### config.mk
export PLATFORM = sky130hd
export DESIGN_NAME = alarm_tone_sequencer_flat
export DESIGN_NICKNAME = d
export VERILOG_FILES = /design/src/rtl/alarm_audio_pkg.sv /design/src/rtl/alarm_tone_sequencer_if.sv /design/src/rtl/sample_counter.sv /design/src/rtl/alarm_tone_sequencer.sv /design/src/flat_wrapper.sv
export SDC_FILE = /design/constraint.sdc
export NUM_CORES = 1
export LEC_CHECK = 0
export BUFFER_PORTS_ARGS = -buffer_cell sky130_fd_sc_hd__buf_2
export CORE_ASPECT_RATIO = 1.25
export CORE_MARGIN = 2
export CORE_UTILIZATION = 45
export DETAILED_ROUTE_END_ITERATION = 10
export HOLD_SLACK_MARGIN = 0.05
export PLACE_DENSITY = 0.83
export REMOVE_ABC_BUFFERS = 1
export SLEW_MARGIN = 20
export SYNTH_ARGS = -nofsm -noshare
export SYNTH_HDL_FRONTEND = slang
export SYNTH_SLANG_ARGS = --single-unit
### constraint.sdc
create_clock -name CLOCK_50 -period 2.9 [get_ports CLOCK_50]
set_input_delay 0.725 -clock CLOCK_50 [delete_from_list [all_inputs] [get_ports CLOCK_50]]
set_output_delay 0.725 -clock CLOCK_50 [all_outputs]
set_load 0.02 [all_outputs]
### src/rtl/alarm_audio_pkg.sv
// Shared types and melody tables for the alarm tone sequencer.
package alarm_audio_pkg;

  typedef enum logic [2:0] {
    StIdle,
    StFetch,
    StWaitWr,
    StWrite,
    StGapWait,
    StGapWrite
  } state_e;

  // Eight melody steps, each a 3-bit note ROM index; element 0 plays first.
  typedef logic [7:0][2:0] melody_t;

  localparam melody_t PATTERN_6NOTE = {3'd2, 3'd4, 3'd5, 3'd4, 3'd3, 3'd2, 3'd1, 3'd0};
  localparam melody_t PATTERN_2NOTE = {3'd5, 3'd5, 3'd2, 3'd2, 3'd5, 3'd5, 3'd2, 3'd2};
  localparam logic [2:0] NOTE_REST = 3'd7;

  function automatic logic [2:0] melody_note(input logic pat, input logic [2:0] step);
    melody_t m;
    m = pat ? PATTERN_2NOTE : PATTERN_6NOTE;
    return m[step];
  endfunction

endpackage

### src/rtl/alarm_tone_sequencer_if.sv
// CODEC write/read handshake between the sequencer (master) and audio_codec (slave).
interface alarm_tone_sequencer_if #(
  parameter int unsigned DATA_W = 24
);
  logic              read_ready;
  logic              write_ready;
  logic              codec_write;
  logic              codec_read;
  logic [DATA_W-1:0] sample_out;

  modport master (
    input  read_ready, write_ready,
    output codec_write, codec_read, sample_out
  );

  modport slave (
    output read_ready, write_ready,
    input  codec_write, codec_read, sample_out
  );
endinterface

### src/rtl/sample_counter.sv
// Terminal-count counter: counts inc_i pulses, flags the Limit-th one and clears itself.
module sample_counter #(
  parameter int unsigned Limit = 4
) (
  input  logic clk_i,
  input  logic rst_i,
  input  logic clr_i,
  input  logic inc_i,
  output logic done_o
);
  localparam int unsigned Width = $clog2(Limit + 1);

  logic [Width-1:0] cnt_q, cnt_d;

  assign done_o = inc_i && (cnt_q == Width'(Limit - 1));

  // Next count: clear has priority, terminal count wraps back to zero.
  always_comb begin
    cnt_d = cnt_q;
    if (clr_i || done_o) begin
      cnt_d = '0;
    end else if (inc_i) begin
      cnt_d = cnt_q + Width'(1);
    end
  end

  // Count register, synchronous active-high reset.
  always_ff @(posedge clk_i) begin
    if (rst_i) begin
      cnt_q <= '0;
    end else begin
      cnt_q <= cnt_d;
    end
  end
endmodule

### src/rtl/alarm_tone_sequencer.sv
// Plays a melody from the note ROMs into the CODEC DAC, one strobe per handshake.
module alarm_tone_sequencer
  import alarm_audio_pkg::*;
#(
  parameter int unsigned NUM_NOTES    = 6,
  parameter int unsigned ADDR_W       = 13,
  parameter int unsigned DATA_W       = 24,
  parameter int unsigned ROM_LAT      = 2,
  parameter int unsigned NOTE_SAMPLES = 12000,
  parameter int unsigned GAP_SAMPLES  = 2400
) (
  input  logic                        CLOCK_50,
  input  logic                        reset,
  input  logic                        enable,
  input  logic                        pattern_sel,
  input  logic [NUM_NOTES*DATA_W-1:0] rom_q,
  output logic [ADDR_W-1:0]           rom_addr,
  output logic [2:0]                  note_idx,
  output logic                        busy,
  alarm_tone_sequencer_if.master      codec
);
  localparam int unsigned LatW = $clog2(ROM_LAT + 1);

  state_e            state_q, state_d;
  logic [LatW-1:0]   lat_q, lat_d;
  logic [2:0]        step_q, step_d;
  logic              pat_q, pat_d;
  logic [ADDR_W-1:0] addr_q, addr_d;
  logic [DATA_W-1:0] sample_q, sample_d;
  logic [2:0]        note_q, note_d;
  logic              wr_q, wr_d;
  logic              busy_q, busy_d;
  logic              note_done, gap_done, rdy;
  logic [2:0]        cur_note;

  assign rdy      = codec.read_ready && codec.write_ready;
  assign cur_note = melody_note(pat_q, step_q);

  sample_counter #(.Limit(NOTE_SAMPLES)) u_note_cnt (
    .clk_i  (CLOCK_50),
    .rst_i  (reset),
    .clr_i  (!enable),
    .inc_i  (state_q == StWrite),
    .done_o (note_done)
  );

  sample_counter #(.Limit(GAP_SAMPLES)) u_gap_cnt (
    .clk_i  (CLOCK_50),
    .rst_i  (reset),
    .clr_i  (!enable),
    .inc_i  (state_q == StGapWrite),
    .done_o (gap_done)
  );

  // Next-state logic plus the next values of every registered output.
  always_comb begin
    state_d  = state_q;
    lat_d    = lat_q;
    step_d   = step_q;
    pat_d    = pat_q;
    addr_d   = addr_q;
    sample_d = sample_q;
    unique case (state_q)
      StIdle: begin
        addr_d   = '0;
        sample_d = '0;
        step_d   = '0;
        lat_d    = '0;
        if (enable) begin
          pat_d   = pattern_sel;
          state_d = StFetch;
        end
      end
      StFetch: begin
        if (lat_q == LatW'(ROM_LAT - 1)) begin
          lat_d    = '0;
          sample_d = rom_q[int'(cur_note)*DATA_W +: DATA_W];
          state_d  = StWaitWr;
        end else begin
          lat_d = lat_q + LatW'(1);
        end
      end
      StWaitWr: begin
        if (rdy) state_d = StWrite;
      end
      StWrite: begin
        addr_d = addr_q + ADDR_W'(1);
        if (note_done) begin
          sample_d = '0;
          state_d  = StGapWait;
        end else begin
          state_d = StFetch;
        end
      end
      StGapWait: begin
        // Gap writes are paced like note writes so strobe spacing never shrinks.
        if (lat_q != LatW'(ROM_LAT)) begin
          lat_d = lat_q + LatW'(1);
        end else if (rdy) begin
          lat_d   = '0;
          state_d = StGapWrite;
        end
      end
      StGapWrite: begin
        if (gap_done) begin
          step_d  = step_q + 3'd1;
          addr_d  = '0;
          if (step_q == 3'd7) pat_d = pattern_sel;
          state_d = StFetch;
        end else begin
          state_d = StGapWait;
        end
      end
      default: state_d = StIdle;
    endcase

    if (!enable) begin
      state_d  = StIdle;
      lat_d    = '0;
      step_d   = '0;
      addr_d   = '0;
      sample_d = '0;
    end

    note_d = (state_d inside {StFetch, StWaitWr, StWrite}) ? melody_note(pat_d, step_d)
                                                           : NOTE_REST;
    wr_d   = (state_d inside {StWrite, StGapWrite});
    busy_d = (state_d != StIdle);
  end

  // State and output registers; reset wins over any pending strobe.
  always_ff @(posedge CLOCK_50) begin
    if (reset) begin
      state_q  <= StIdle;
      lat_q    <= '0;
      step_q   <= '0;
      pat_q    <= 1'b0;
      addr_q   <= '0;
      sample_q <= '0;
      note_q   <= NOTE_REST;
      wr_q     <= 1'b0;
      busy_q   <= 1'b0;
    end else begin
      state_q  <= state_d;
      lat_q    <= lat_d;
      step_q   <= step_d;
      pat_q    <= pat_d;
      addr_q   <= addr_d;
      sample_q <= sample_d;
      note_q   <= note_d;
      wr_q     <= wr_d;
      busy_q   <= busy_d;
    end
  end

  assign rom_addr          = addr_q;
  assign note_idx          = note_q;
  assign busy              = busy_q;
  assign codec.codec_write = wr_q;
  assign codec.codec_read  = wr_q;
  assign codec.sample_out  = sample_q;
endmodule
### src/flat_wrapper.sv
// flat-port wrapper written by rule: the top's interface ports become plain ports
module alarm_tone_sequencer_flat import alarm_audio_pkg::*;
#(
  parameter int unsigned NUM_NOTES    = 6,
  parameter int unsigned ADDR_W       = 13,
  parameter int unsigned DATA_W       = 24,
  parameter int unsigned ROM_LAT      = 2,
  parameter int unsigned NOTE_SAMPLES = 12000,
  parameter int unsigned GAP_SAMPLES  = 2400
)
  (CLOCK_50, reset, enable, pattern_sel, rom_q, rom_addr, note_idx, busy, codec_read_ready, codec_write_ready, codec_codec_write, codec_codec_read, codec_sample_out);
  alarm_tone_sequencer_if #(.DATA_W(DATA_W)) codec_i ();
  input  logic CLOCK_50;
  input  logic reset;
  input  logic enable;
  input  logic pattern_sel;
  input  logic [NUM_NOTES*DATA_W-1:0] rom_q;
  output logic [ADDR_W-1:0] rom_addr;
  output logic [2:0] note_idx;
  output logic busy;
  input wire logic [$bits(codec_i.read_ready)-1:0] codec_read_ready;
  input wire logic [$bits(codec_i.write_ready)-1:0] codec_write_ready;
  output wire logic [$bits(codec_i.codec_write)-1:0] codec_codec_write;
  output wire logic [$bits(codec_i.codec_read)-1:0] codec_codec_read;
  output wire logic [$bits(codec_i.sample_out)-1:0] codec_sample_out;
  assign codec_i.read_ready = codec_read_ready;
  assign codec_i.write_ready = codec_write_ready;
  assign codec_codec_write = codec_i.codec_write;
  assign codec_codec_read = codec_i.codec_read;
  assign codec_sample_out = codec_i.sample_out;
  alarm_tone_sequencer #(.NUM_NOTES(NUM_NOTES), .ADDR_W(ADDR_W), .DATA_W(DATA_W), .ROM_LAT(ROM_LAT), .NOTE_SAMPLES(NOTE_SAMPLES), .GAP_SAMPLES(GAP_SAMPLES)) u_core (.CLOCK_50(CLOCK_50), .reset(reset), .enable(enable), .pattern_sel(pattern_sel), .rom_q(rom_q), .rom_addr(rom_addr), .note_idx(note_idx), .busy(busy), .codec(codec_i));
endmodule
# Word level (Yosys, flattened, before mapping)
# Index checks and enable logic that the tools add are counted.
# word_totals
regBits	77
out_inout_bits	43
word_cells	90
in_bits	150
# op_classes
eq_ne	18
bitwise_logic	2
shift	1
order_cmp	2
mul	1
n_addsub	5
reduce_logical	20
mux	30
# ops
cell	count
144-bit by 9-bit variable part select with 24-bit output	1
24-bit two-way mux	4
24-bit case mux with 3 select lines	1
13-bit case mux with 3 select lines	1
3-bit two-way mux	11
3-bit binary-select mux with 3-bit select	2
3-bit case mux with 6 select lines	1
3-bit nonzero test	5
14-bit by 1-bit adder with 14-bit output, second input constant	1
14-bit equality test, second input constant	1
13-bit by 1-bit adder with 13-bit output, second input constant	1
13-bit two-way mux	1
12-bit by 1-bit adder with 12-bit output, second input constant	1
12-bit equality test, second input constant	1
3-bit by 2-bit equality test with 1-bit output, second input constant	4
3-bit equality test, second input constant	4
3-bit by 4-bit less-than comparator with 1-bit output, second input constant	2
2-bit OR reduction	4
3-bit by 1-bit equality test with 1-bit output, second input constant	2
2-bit two-way mux	3
2-bit by 1-bit != test with 1-bit output, second input constant	3
2-bit case mux with 3 select lines	1
3-bit case mux with 2 select lines	1
3-bit by 2-bit multiplier with 5-bit output, second input constant	1
15 further kinds	22

# Longest topological paths before layout
# depth
ltp_word	9
depth_mapped	10

# Cells and area by module
# Synthesis repeated with hierarchy kept, for this count alone.
# unflattened
hier_cells	591
area_unflattened_um2	4687.0
# modules_own_cells
mod	area_per_inst_um2	cells_each	n_inst	seq_area_each_um2
alarm_tone_sequencer	3407.0	456	1	1021.0
sample_counter at u_core.u_note_cnt	680.7	72	1	280.3
sample_counter at u_core.u_gap_cnt	599.3	63	1	240.2

# Worst setup path before layout
# No wires, ideal clock.
# synth_path
path_kind	reg2reg
start	register u_core.u_gap_cnt.cnt_q[8]
end	register u_core.note_q[2], in the netlist u_core.note_idx[2]
slack_ps	661
setup_ps	123
t_required_ps	2777
stages_incl_launch_ff	7
path_buffers	1
arrival_time_ps	2116
cell_sequence	dfxtp_1 -> or3b_1 -> or4_4 -> buf_6 -> or3b_1 -> a311oi_2 -> o21ai_1
# synth_between
elab_chain_len	9
word_cells_on_any_way	19
# synth_lines
item	line	text
start: declaration	sample_counter.sv:13	logic [Width-1:0] cnt_q, cnt_d;
start signal: assignment	sample_counter.sv:32	cnt_q <= cnt_d;
12-bit equality test (*)	sample_counter.sv:15	assign done_o = inc_i && (cnt_q == Width'(Limit - 1));
1-bit logical AND (*)	sample_counter.sv:15	
3-bit two-way mux	alarm_tone_sequencer.sv:105	if (gap_done) begin
3-bit case mux with 6 select lines	alarm_tone_sequencer.sv:63	unique case (state_q)
3-bit two-way mux	alarm_tone_sequencer.sv:117	if (!enable) begin
3-bit by 1-bit equality test with 1-bit output or 3-bit by 2-bit equality test with 1-bit output (tied branches)	alarm_tone_sequencer.sv:125	note_d = (state_d inside {StFetch, StWaitWr, StWrite}) ? melody_note(pat_d, step_d)
3-bit nonzero test	alarm_tone_sequencer.sv:125	
1-bit NOT (no source line)	n/a	
2-bit OR reduction (no source line)	n/a	
end signal: assignment	alarm_tone_sequencer.sv:150	note_q <= note_d;
end: declaration	alarm_tone_sequencer.sv:30	logic [2:0] note_q, note_d;
# Every way passes the cells marked *; elsewhere a longest branch is shown, timed or not. The select of a mux whose other input is x is not followed.
# A chain may end at the register's enable or synchronous reset.

# Final worst setup path
# layout_path
start	register u_core.state_q[0]
end	register u_core.note_q[2], in the netlist u_core.note_idx[2]
# layout_between
elab_chain_len	9
word_cells_on_any_way	30
# layout_lines
item	line	text
start: declaration	alarm_tone_sequencer.sv:24	state_e state_q, state_d;
start signal: assignment	alarm_tone_sequencer.sv:134	state_q <= StIdle;
start signal: assignment	alarm_tone_sequencer.sv:144	state_q <= state_d;
3-bit equality test or 3-bit by 2-bit equality test with 1-bit output (tied branches)	alarm_tone_sequencer.sv:51, alarm_tone_sequencer.sv:63, alarm_tone_sequencer.sv:43	
1-bit logical AND	sample_counter.sv:15	
3-bit two-way mux, on equally long branches	alarm_tone_sequencer.sv:105, alarm_tone_sequencer.sv:88	
3-bit case mux with 6 select lines	alarm_tone_sequencer.sv:63	
3-bit two-way mux	alarm_tone_sequencer.sv:117	
3-bit by 1-bit equality test with 1-bit output or 3-bit by 2-bit equality test with 1-bit output (tied branches)	alarm_tone_sequencer.sv:125	
3-bit nonzero test	alarm_tone_sequencer.sv:125	
1-bit NOT (no source line)	n/a	
2-bit OR reduction (no source line)	n/a	
# Several ways; a longest one is shown, not always the timed one. The select of a mux whose other input is x is not followed.

==> metrics.txt <==
worst slack, placed 432 ps; gr usage total 24.1%; starting DRC count in detailed routing 238; dominant cell type by area after synthesis dfxtp_1; CTS max path bufs 2; Synth Warn # 0; Hold Fails Final Rpt 0; die area 10,800 µm²; CTS root buffer clkbuf_16; Yosys reg bits 77; Final min period 2390 ps; # fillers 914; Worst VDD drop 0.000311 V; max-cap viol count 0; height of the chip 116 µm; post-synthesis mux area share 11.8%; Multi-input gate area 2800 µm²; largest net degree at the start of global routing 28; # rows 40; CP startpoint kind register; most frequent cells in the layout buf_2 (192), nand2_1 (100), dfxtp_1 (77); placed instance count 873; Area Overhead vs Synth 31.2%; reg2reg end u_core.note_idx[2]$_SDFF_PP1_; Top delay family on crit path simple AND/OR/NAND/NOR gates; Synth area leaders dfxtp_1 (34%), mux2i_1 (12%), nand2_1 (8.4%), a21oi_1 (7.0%), xor2_1 (5.1%); clk sinks 77; Synth Area in Adders 1.95%; critical path arrival 2600 ps; worst slew pin tran 988 ps; DRT Pass-1 Iters 4; fin crit share 82.3%; setup bufs post-CTS 0; hold crit path type reg -> reg; Synth Area per Inst 7.72 µm²; Boundary Pins 193; clock skew 6.66 ps; endpoints failing setup 0; post_cts resized 0; final setup margin 514 ps; Post-synth ARST share 0%; total grt overflow 0; Buf/Inv on CP 0; final non-filler cell total 890; number of routed nets with antenna violations 0; crit path kind reg -> reg; RSZ-0062 raised after global routing false; area share of the leading cell type in the synthesized netlist 34.3%; Reg2Reg Setup Slack 510 ps; initial antenna violation count 1; vias in the first global route 4,315; Starting Density 46.5%; largest family of logic cells by synthesized area simple AND/OR/NAND/NOR gates; post-synthesis sequential area ratio 34.3%; # H-tree levels 3; pwr/cell area 437 nW/µm²; drt total wl 13.4 mm; number of enable flip-flop cells after synthesis 0; DIE WIDTH 93.4 µm; Cell variety after synth 53; Critical Path Stages 6; slew margin rel. 34.1%; hold-fix buffer count after cts 0; Slowest Stage Delay on Critical Path 620 ps; Buffers on Ports 192; layout cell share with drive strength beyond 1 30.4%; netlist area before placement 4490 µm²; vias per cell 5.47; reg2reg path depth 6; Reg clk slew, reported paths 60 ps; Hold Startpoint u_core.codec.sample_out[5]$_SDFFE_PP0P_; Hold Crit Depth 2; Area after DPL 5560 µm²; Simple-Gate Fraction of Synth Area 24.1%; Final GP Congestion 0.884; fmax 0.419 GHz; Leak 2.62 nW; core box area 9660 µm²; Final Cell Area 5890 µm²; synthesized instance count 582; drt wl/cell 15.1 µm; CTS Buf Count 9; sequential cell area 1540 µm²; first-pass GRT wire length 20.5 mm; crit-path cells nand3b_1, or4_4, mux2i_1, nand2_1, a311oi_2, o21ai_1; slowest CP cell dfxtp_1; r2r startpoint u_core.state_q[0]$_SDFF_PP0_; Tot Pwr 2.58 mW; Post-DP HPWL 10.0 mm; Compound-Gate Fraction of Synth Area 16.9%; CP endpoint kind register; worst-path fanout max 17; XOR/XNOR share of the synthesized area 6.63%; Worst-Skew Late Latency 330 ps; CTS tree done; Hold EP u_core.codec.sample_out[5]$_SDFFE_PP0P_; Worst EP required 3120 ps; vias 4,868; commonest non-fill, non-tap cell in the layout buf_2; Main synth FF type dfxtp_1; final net count 915; # DRC 0; Pins Over Slew Limit 0; status completed
## per-stage QoR
step	hold WS (ps)	setup TNS, ps	util [%]
finish	448	0	61.0
global route	463	0	61.0
global placement	435	0	57.6
CTS	448	0	60.9
floorplan	463	-33850	-
detailed placement	440	0	57.6
## sequential cells by signal (all words and copies together), names as in the netlist
signal and flops:
u_core.u_gap_cnt.cnt_q 12, u_core.note_idx 3, u_core.u_note_cnt.cnt_q 14, u_core.step_q 3, u_core.lat_q 2, u_core.codec.codec_read 1, u_core.rom_addr 13, u_core.codec.sample_out 24
u_core.state_q 3, u_core.pat_q 1, u_core.busy 1
## cells in the mapped netlist, drive strengths merged (2+ instances only)
cell type  instances
a21oi             63
a31oi              2
and2               6
and3               8
and3b              2
buf                8
clkbuf            28
dfxtp             77
ha                 7
inv                8
mux2i             52
nand2            100
nand2b             7
nand3             17
nand3b             5
nand4              8
nor2              56
nor2b              3
nor3               5
nor4               2
o21a               2
o21ai             28
o22ai             24
or3                6
or3b               4
xnor2              8
xor2              26
## metal layers
layer	wire length (µm)	vias to the layer above	track usage [%]
met4	164	0	8.14
met1	5510	2265	30.4
met3	1320	13	4.16
met5	0	-	0
met2	6440	212	41.7
li1	-	2378	-
## where the power goes
part           total (mW)  switching (mW)  internal [mW]  leakage [nW]
registers            1.07         0.00627           1.06         0.622
clock network        1.21           0.435          0.775         0.158
logic               0.296           0.150          0.145          1.84
## kinds of logic after synthesis
kind of cell / after synthesis
muxes: 53
and+or+nand+nor: 234
AOI/OAI and AO/OA: 133
xor gates and xnor gates: 34
buffers and inverters: 44
DFF: 77
adders and majority gates: 7
## worst min-delay path, stage by stage, from the launching register on
cell     delay [ps]
dfxtp_1         300
nand2_1          50
a21oi_1          50
## final cells by class
class                           count  area share (%)
Multi-Input combinational cell    461            47.6
Timing Repair Buffer              201            17.5
Clock buffer                       10            4.06
Clock inverter                      6            1.47
Inverter                            8           0.510
Tap cell                          126            2.68
Antenna cell                        1          0.0425
Sequential cell                    77            26.2
## how the worst max path moves through the flow
stage,from,endpoint,slack [ps]
floorplan,u_core.step_q[1]$_SDFF_PP0_,u_core.codec.sample_out[23]$_SDFFE_PP0P_,-1410
detailed placement,enable,u_core.note_idx[1]$_SDFF_PP1_,430
global placement,enable,u_core.note_idx[1]$_SDFF_PP1_,480
global route,u_core.u_gap_cnt.cnt_q[0]$_SDFFE_PP0N_,u_core.note_idx[2]$_SDFF_PP1_,350
finish,u_core.state_q[0]$_SDFF_PP0_,u_core.note_idx[2]$_SDFF_PP1_,510
CTS,u_core.u_gap_cnt.cnt_q[0]$_SDFFE_PP0N_,u_core.note_idx[2]$_SDFF_PP1_,530
Note: power is estimated with default switching activity, not from simulation.
